## src/rtl/alu_ctrl_fsm.sv

```systemverilog
// -----------------------------------------------------------------------------
// alu_ctrl_fsm
// Multi-cycle control unit for the 16-bit RISC core. Each instruction walks
// through FETCH -> DECODE -> EXEC -> MEM -> WB (skipping what it does not need).
// The datapath owns the PC, register file and ALU; this block only steers them.
//
// Ports:
//   clk, rst                 clock, synchronous active-high reset
//   instr_req / instr_valid  instruction fetch handshake, instr is the fetched word
//   ir                       registered instruction register
//   pc_inc, pc_branch        one-cycle PC update pulses (fetch / taken branch)
//   alu_ctrl, alu_src_imm    ALU operation and B-operand select
//   alu_zero                 ALU zero flag (branch compare result)
//   mem_req/mem_we/mem_ready data memory handshake
//   reg_we, wb_sel           register writeback enable and source (0 ALU, 1 mem)
//   illegal                  one-cycle pulse while decoding an undefined opcode
//   bus_error                sticky handshake-timeout flag
//   halted                   high while parked in HALT
// -----------------------------------------------------------------------------
module alu_ctrl_fsm #(
   parameter int MAX_WAIT = 255,
   parameter int WAIT_W   = 8
) (
   input  logic        clk,
   input  logic        rst,
   output logic        instr_req,
   input  logic        instr_valid,
   input  logic [15:0] instr,
   output logic [15:0] ir,
   output logic        pc_inc,
   output logic        pc_branch,
   output logic [2:0]  alu_ctrl,
   output logic        alu_src_imm,
   input  logic        alu_zero,
   output logic        mem_req,
   output logic        mem_we,
   input  logic        mem_ready,
   output logic        reg_we,
   output logic        wb_sel,
   output logic        illegal,
   output logic        bus_error,
   output logic        halted
);

   typedef enum logic [2:0] {
      S_FETCH  = 3'd0,
      S_DECODE = 3'd1,
      S_EXEC   = 3'd2,
      S_MEM    = 3'd3,
      S_WB     = 3'd4,
      S_HALT   = 3'd5
   } state_t;

   localparam logic [3:0] OP_NOP  = 4'h0;
   localparam logic [3:0] OP_MUL  = 4'h1;
   localparam logic [3:0] OP_SHL  = 4'h2;
   localparam logic [3:0] OP_XOR  = 4'h3;
   localparam logic [3:0] OP_ADD  = 4'h4;
   localparam logic [3:0] OP_ADDI = 4'h5;
   localparam logic [3:0] OP_LW   = 4'h6;
   localparam logic [3:0] OP_SW   = 4'h7;
   localparam logic [3:0] OP_BEQ  = 4'h8;
   localparam logic [3:0] OP_HALT = 4'hF;

   localparam logic [2:0] ALU_MUL = 3'b001;
   localparam logic [2:0] ALU_SHL = 3'b010;
   localparam logic [2:0] ALU_XOR = 3'b011;
   localparam logic [2:0] ALU_ADD = 3'b100;

   // The counter starts at 0 on state entry, so the last allowed waiting cycle
   // is the one where it holds MAX_WAIT-1 (MAX_WAIT waiting cycles in total).
   localparam logic [WAIT_W-1:0] WAIT_LAST = WAIT_W'(MAX_WAIT - 1);

   // All level outputs that depend only on (state, opcode), kept in one register.
   typedef struct packed {
      logic       instr_req;
      logic [2:0] alu_ctrl;
      logic       alu_src_imm;
      logic       mem_req;
      logic       mem_we;
      logic       reg_we;
      logic       wb_sel;
      logic       halted;
   } ctrl_t;

   state_t            state_r;
   logic [15:0]       ir_r;
   logic [WAIT_W-1:0] wait_cnt_r;
   ctrl_t             ctrl_r;
   logic              illegal_r;
   logic              bus_error_r;
   logic [3:0]        op_s;

   assign op_s = ir_r[15:12];

   function automatic logic is_illegal(input logic [3:0] op);
      return (op >= 4'h9) && (op <= 4'hE);
   endfunction

   // {alu_ctrl, alu_src_imm} used in EXEC and held through WB.
   function automatic logic [3:0] exec_alu(input logic [3:0] op);
      logic [3:0] r;
      case (op)
         OP_MUL:                r = {ALU_MUL, 1'b0};
         OP_SHL:                r = {ALU_SHL, 1'b0};
         OP_XOR:                r = {ALU_XOR, 1'b0};
         OP_ADD:                r = {ALU_ADD, 1'b0};
         OP_ADDI, OP_LW, OP_SW: r = {ALU_ADD, 1'b1};
         OP_BEQ:                r = {ALU_XOR, 1'b0};
         default:               r = {ALU_ADD, 1'b0};
      endcase
      return r;
   endfunction

   // Output values to present while sitting in state s with opcode op.
   function automatic ctrl_t ctrl_for(input state_t s, input logic [3:0] op);
      ctrl_t c;
      c          = '0;
      c.alu_ctrl = ALU_ADD;
      case (s)
         S_FETCH:  c.instr_req = 1'b1;
         S_DECODE: c.instr_req = 1'b0;
         S_EXEC:   {c.alu_ctrl, c.alu_src_imm} = exec_alu(op);
         S_MEM: begin
            // Address operands stay on the ALU for the whole access.
            c.mem_req     = 1'b1;
            c.mem_we      = (op == OP_SW);
            c.alu_src_imm = 1'b1;
         end
         S_WB: begin
            c.reg_we = 1'b1;
            c.wb_sel = (op == OP_LW);
            {c.alu_ctrl, c.alu_src_imm} = exec_alu(op);
         end
         S_HALT:   c.halted = 1'b1;
         default:  c.instr_req = 1'b0;
      endcase
      return c;
   endfunction

   // Control FSM: state, instruction register, wait counter and registered outputs.
   always_ff @(posedge clk) begin
      if (rst) begin
         state_r     <= S_FETCH;
         ir_r        <= 16'h0000;
         wait_cnt_r  <= '0;
         bus_error_r <= 1'b0;
         illegal_r   <= 1'b0;
         ctrl_r      <= ctrl_for(S_FETCH, OP_NOP);
      end else begin
         // Pulses and the counter drop back unless a branch below keeps them.
         illegal_r  <= 1'b0;
         wait_cnt_r <= '0;
         case (state_r)
            S_FETCH: begin
               if (instr_valid) begin
                  ir_r      <= instr;
                  illegal_r <= is_illegal(instr[15:12]);
                  state_r   <= S_DECODE;
                  ctrl_r    <= ctrl_for(S_DECODE, instr[15:12]);
               end else if (wait_cnt_r == WAIT_LAST) begin
                  bus_error_r <= 1'b1;
                  state_r     <= S_HALT;
                  ctrl_r      <= ctrl_for(S_HALT, op_s);
               end else begin
                  wait_cnt_r <= wait_cnt_r + WAIT_W'(1);
               end
            end
            S_DECODE: begin
               case (op_s)
                  OP_NOP: begin
                     state_r <= S_FETCH;
                     ctrl_r  <= ctrl_for(S_FETCH, op_s);
                  end
                  OP_HALT: begin
                     state_r <= S_HALT;
                     ctrl_r  <= ctrl_for(S_HALT, op_s);
                  end
                  OP_MUL, OP_SHL, OP_XOR, OP_ADD, OP_ADDI, OP_LW, OP_SW, OP_BEQ: begin
                     state_r <= S_EXEC;
                     ctrl_r  <= ctrl_for(S_EXEC, op_s);
                  end
                  default: begin
                     // Undefined opcode: pulse already raised on DECODE entry.
                     state_r <= S_FETCH;
                     ctrl_r  <= ctrl_for(S_FETCH, op_s);
                  end
               endcase
            end
            S_EXEC: begin
               case (op_s)
                  OP_LW, OP_SW: begin
                     state_r <= S_MEM;
                     ctrl_r  <= ctrl_for(S_MEM, op_s);
                  end
                  OP_BEQ: begin
                     state_r <= S_FETCH;
                     ctrl_r  <= ctrl_for(S_FETCH, op_s);
                  end
                  default: begin
                     state_r <= S_WB;
                     ctrl_r  <= ctrl_for(S_WB, op_s);
                  end
               endcase
            end
            S_MEM: begin
               // Completion is checked before the timeout so a late ready still wins.
               if (mem_ready) begin
                  if (op_s == OP_LW) begin
                     state_r <= S_WB;
                     ctrl_r  <= ctrl_for(S_WB, op_s);
                  end else begin
                     state_r <= S_FETCH;
                     ctrl_r  <= ctrl_for(S_FETCH, op_s);
                  end
               end else if (wait_cnt_r == WAIT_LAST) begin
                  bus_error_r <= 1'b1;
                  state_r     <= S_HALT;
                  ctrl_r      <= ctrl_for(S_HALT, op_s);
               end else begin
                  wait_cnt_r <= wait_cnt_r + WAIT_W'(1);
               end
            end
            S_WB: begin
               state_r <= S_FETCH;
               ctrl_r  <= ctrl_for(S_FETCH, op_s);
            end
            S_HALT: begin
               state_r <= S_HALT;
               ctrl_r  <= ctrl_for(S_HALT, op_s);
            end
            default: begin
               state_r <= S_FETCH;
               ctrl_r  <= ctrl_for(S_FETCH, op_s);
            end
         endcase
      end
   end

   // PC pulses must coincide with the handshake / compare cycle itself, so they
   // are decoded from the registered state and the qualifying input.
   assign pc_inc    = !rst && (state_r == S_FETCH) && instr_valid;
   assign pc_branch = !rst && (state_r == S_EXEC) && (op_s == OP_BEQ) && alu_zero;

   assign instr_req   = ctrl_r.instr_req;
   assign alu_ctrl    = ctrl_r.alu_ctrl;
   assign alu_src_imm = ctrl_r.alu_src_imm;
   assign mem_req     = ctrl_r.mem_req;
   assign mem_we      = ctrl_r.mem_we;
   assign reg_we      = ctrl_r.reg_we;
   assign wb_sel      = ctrl_r.wb_sel;
   assign halted      = ctrl_r.halted;
   assign ir          = ir_r;
   assign illegal     = illegal_r;
   assign bus_error   = bus_error_r;

endmodule

```

## config.mk

```make
export PLATFORM = sky130hd
export DESIGN_NAME = alu_ctrl_fsm
export DESIGN_NICKNAME = d
export VERILOG_FILES = /design/src/rtl/alu_ctrl_fsm.sv
export SDC_FILE = /design/constraint.sdc
export NUM_CORES = 1
export LEC_CHECK = 0
export ABC_CLOCK_PERIOD_IN_PS = 2000
export CORE_ASPECT_RATIO = 2
export CORE_MARGIN = 2
export CORE_UTILIZATION = 49
export CTS_CLUSTER_DIAMETER = 100
export DETAILED_ROUTE_END_ITERATION = 12
export PLACE_DENSITY_LB_ADDON = 0.1
export RECOVER_POWER = 100
export SLEW_MARGIN = 30
export SYNTH_ARGS = -nofsm -noshare
export SYNTH_HDL_FRONTEND = slang
export SYNTH_SLANG_ARGS = --single-unit
export TNS_END_PERCENT = 100
```

## constraint.sdc

```tcl
create_clock -name clk -period 2 [get_ports clk]
set_input_delay 0.4 -clock clk [delete_from_list [all_inputs] [get_ports clk]]
set_output_delay 0.4 -clock clk [all_outputs]
set_load 0.01 [all_outputs]
```

Yosys cells after proc, flatten, opt, wreduce, memory -nomap -nowiden. Memory sizes are Yosys's and may differ from the RTL's. A register that Yosys moved wholly into a read port is not among the register bits. Index checks and enable logic that the tools add are counted. Widths: inputs -> output; s select.

Bits in registers: 39. ROM bits: 192. Bits of input ports: 21. Output and inout bits: 30. Logic and storage cells: 79. Memories kept: 3.

Memory list: (name not given) (depth 16, bits a word 4, rd ports 1, clocked after Yosys merged registers in 1, wr ports 0, line 103) `case (op)`; (name not given) (depth 16, bits a word 4, rd ports 1, clocked after Yosys merged registers in 1, wr ports 0, line 103); (name not given) (depth 16, bits a word 4, rd ports 1, clocked after Yosys merged registers in 1, wr ports 0, line 103).

$add $sub $neg: 1. Magnitude comparators: 2. Equal/unequal tests: 16. Multiplexer cells: 28. Bitwise logic cells: 2. Reduce and logical (&&, ||, !) cells: 14.

Operators by type and width (number): $pmux 10 s5 (1); $mux 10 (4); $pmux 10 s2 (2); $mux 4 (6); $mux 8 (3); $eq 4x3->1 const B (4); $pmux 8 s2 (1); $pmux 3 s5 (1); $mux 3 (4); $pmux 3 s2 (2); $add 8x1->8 const B (1); $eq 4x2->1 const B (2); $eq 4x4->1 const B (2); $eq 8x8->1 const B (1); $reduce_or 8->1 (1); $eq 3x2->1 const B (2); $logic_and 1x1->1 (6); $eq 4x1->1 const B (1); $ge 4x4->1 const B (1); $le 4x4->1 const B (1); $ne 2x2->1 const B (2); $eq 3x1->1 const B (1); $eq 3x3->1 const B (1); $logic_not 3->1 (1); 9 further kinds (12).

Logic depth before layout (Yosys ltp).
Word-level depth: 4. Depth in mapped cells: 7. Gate-level depth less buffers: 6.

Worst setup path after synthesis. Ideal clock, no wire load.

Kind: register to output. Start: register ir_r[12] (netlist: ir[12]). End: output port pc_branch. Data arrival time: 1.355 ns. Data required time: 1.600 ns. Slack: 0.245 ns. Stages on the path, launching flop included: 5. Path buffers: 1. Path through: dfxtp_1 buf_2 nor4b_2 nand2_1 nor3b_1.

Word-level cells in the longest chain between the ends: 3.

RTL lines: from (decl) (line 87) `logic [15:0] ir_r;`; from (signal assigned) (line 157) `ir_r <= instr;`; $eq 4x4->1 (line 243) `assign pc_branch = !rst && (state_r == S_EXEC) && (op_s == OP_BEQ) && alu_zero;`; $logic_and 1x1->1 (2 in a row) (line 243); to (decl) (line 31) `output logic pc_branch,`.

Every way passes these cells.

Worst setup path after layout.
Start: register state_r[0]. End: output port pc_inc.

Word-level cells in the longest chain between the ends: 3.

RTL lines: from (decl) (line 86) `state_t state_r;`; from (signal assigned) (line 144) `state_r <= S_FETCH;`; from (signal assigned) (line 159) `state_r <= S_DECODE;`; from (signal assigned) (line 163) `state_r <= S_HALT;`; $logic_not 3->1 (line 242) `assign pc_inc = !rst && (state_r == S_FETCH) && instr_valid;`; $logic_and 1x1->1 (2 in a row) (line 242); to (decl) (line 30) `output logic pc_inc,`.

Every way passes these cells.

==> metrics <==
total number of vias ~2.1k; period utilization 0.9747; final core utilization 0.7022; Ant. Diodes 0; worst supply voltage drop on vdd between 0.5 and 0.6 mV; first-pass GRT wire length between 9000 and 10000 um; WP data required roughly 1.6 ns; top-level I/O count 51; router iterations before antenna repair 5; total overflow reported by the global router 0; Internal 1477 uW; net count of the mapped netlist 270; headroom to the max-slew limit 0.5888; post-detailed-route DRC marker count 0; worst-path fanout max 4; xor-xnor portion of the synthesized cell area 0.02542; multiplexer area fraction after synthesis 0; root cell of the clock tree clkbuf_8; distinct cell type count after synthesis 52; share of total power in the clock network 0.349; clock latency on the worst-skew pair just under 0.3 ns; max frequency 0.5130 GHz; sink count of the clock tree 43; Final Max Tran Viols 0; Synth Area in Simple Gates 0.2996; pin count of the biggest net entering global routing 23; Worst Hold Path EP alu_src_imm; number of vias per cell around 5.6; detail-routed net length per standard cell approximately 15 um; final wirelength 5599 um; result of the run complete, no violations; Tightest Hold Check Type register to register; depth of the most critical reg-to-reg path 5; Final min period roughly 1.9 ns; antenna-violating nets left 0; count of nets after finishing roughly 340; standard cell core area just over 4000 sq um; synthesized area per cell ~8.4 sq um; worst reg2reg startpoint state_r[0]; vias in the first global route approximately 2.1k; critical path class register to output pin; instance count after placement with tap cells included about 360; leading cell types by count after synthesis dfxtp_1 (43), nand2_1 (36), a21oi_1 (29); power density relative to cell area between 600 and 700 nW/um^2; total CTS buffers 5; prevailing post-synth register cell dfxtp_1; share of synthesized cell area in full adder, half adder and majority cells 0.01211; DIE AREA between 4000 and 5000 sq um; cell type with the largest total area after synthesis dfxtp_1; Critical Path Source Type register; initial core utilization 0.5057; net load switching power roughly 510 uW; Post-Route Setup TNS 0 ns; worst hold path stage count 2; synthesized instance count around 250; worst setup skew after layout around 0.0048 ns; Die H ~96 um; initial antenna violation count 0; Syn-to-layout area delta 38.86%; register bit total from synthesis 43; clock-pin transition on the worst setup and hold timing paths ~0.080 ns; dpl hpwl roughly 4300 um; TritonCTS clock tree yes; complex-gate fraction of the synthesized area 0.1985; non-filler instance count after layout roughly 370; level count of the clock H-tree 2; final weighted congestion of routability-driven global placement ~0.93; switch share 0.2556; Finish-stage setup viols 0; Post-Place Worst Slack -0.4402 ns; data arrival time at the worst-slack endpoint between 1.5 and 2 ns; row count 33; Max-cap violations 0; top cells by area, synth dfxtp_1 (42%), a21oi_1 (7.0%), nand2_1 (6.5%); most common cell in the synthesized netlist dfxtp_1; setup slack of the worst register-to-register path about 0.15 ns; GRT Total Usage 0.2536; Warnings, synthesis 0; EDFF count, synth 0; fraction of power consumed by sequential logic 0.464; top cell type's share of synthesized area 0.4165; x dimension of the die around 50 um; final-report hold violation count 0; buffers inserted by post-CTS timing repair 0; measured slew at the worst slew-check pin roughly 0.6 ns; LEAKAGE roughly 0.0011 uW; type of element capturing the critical path output pin; Detailed Route Iter0 Violations a little over 60; proportion of register bits with asynchronous set or reset after synthesis 0; CTS hold repair buffers 0; post-synthesis sequential area ratio 0.4165; combinational family with the most area after synthesis simple AND/OR/NAND/NOR gates; input/output buffers 50; combinational group share of total power 0.187; setup ws final 0.05069 ns; share of layout cells above drive strength 1 0.1505; post-synthesis cell area slightly above 2000 sq um; maximum buffer depth of the clock tree 2
worst max-delay path by stage:
stage                     start   endpoint  slack [ns]
finish               state_r[0]     pc_inc        0.05
global route             ir[14]  pc_branch       -0.03
CTS                 instr_valid     pc_inc      -0.008
detailed placement  instr_valid     pc_inc       -0.44
global placement    instr_valid     pc_inc       -0.44
floorplan                ir[12]  pc_branch        0.24
through the flow:
step / total power [uW] / cell area, sq um / hold slack [ns]
4_1_cts: 2030 / 2900 / 0.4579
5_1_grt: 2069 / 2870 / 0.4783
3_5_place_dp: 1331 / 2770 / 0.4435
2_1_floorplan: 1141 / 2067 / 0.4214
3_3_place_gp: 1327 / 2770 / 0.4336
6_report: 1984 / 2870 / 0.4527
cell type report:
cell class	instances	area, sq um
Clock buffer	6	82.58
Multi-Input combinational cell	184	1117
Sequential cell	43	860.8
Clock inverter	2	35.03
Tap cell	52	65.06
Timing Repair Buffer	79	690.7
Inverter	5	18.77
Fill cell	335	1217
routing by layer:
layer	routed length, um	vias up	track usage
met1	1969	971	0.2354
met3	221	15	0.03882
met2	3209	59	0.5044
met4	199	0	0.1435
li1	-	1027	-
met5	0	-	0
worst max-delay path, cell delays in order, from the launching register on:
cell and delay, ns:
dfxtp_1 0.35, or4b_1 0.63, nor2_4 0.15, clkbuf_2 0.14
cells by family (layout without fill, tap and decap cells):
kind of cell    after synthesis  after routing
flops                        43             43
compound gates               62             62
xor+xnor                      6              6
fa+ha+maj                     2              2
buf+inv                      20             92
simple gates                114            114
state kept, by name (all words and copies together) (netlist names), named ones only:
signal and cells:
alu_ctrl 3, alu_src_imm 1, bus_error 1, halted 1, illegal 1, instr_req 1, ir 16, mem_req 1
mem_we 1, reg_we 1, state_r 3, wait_cnt_r 8, wb_sel 1
placed cells by master (no fill, tap or decap), types with 4 or more instances in the layout:
| master | instances |
|---|---|
| clkdlybuf4s50_1 | 21 |
| nand2b_1 | 6 |
| nand3b_1 | 5 |
| a21oi_1 | 30 |
| dlygate4sd3_1 | 26 |
| nand3_1 | 14 |
| inv_1 | 5 |
| clkbuf_2 | 7 |
| buf_4 | 20 |
| nand2_1 | 36 |
| nor2_1 | 19 |
| dfxtp_1 | 43 |
| nor3_1 | 7 |
| clkbuf_8 | 6 |
| o211ai_1 | 4 |
| xor2_1 | 4 |
power groups by stage:
| stage | logic, uW | registers, uW | clock network (uW) |
|---|---|---|---|
| after floorplan | 189 | 952 | 0 |
| after global placement | 387 | 939 | 0 |
| after detailed placement | 391 | 940 | 0 |
| after CTS | 397 | 921 | 712 |
| after global routing | 406 | 926 | 737 |
| final | 372 | 921 | 692 |
timing repair:
item | 4_1_cts | 5_1_grt
endpoints found under the setup margin | 2 | 2
endpoints found under the hold margin | 0 | 0
pin swaps | 1 | 1
gates resized for setup | 9 | 4
(Power assumes the default switching activity.)
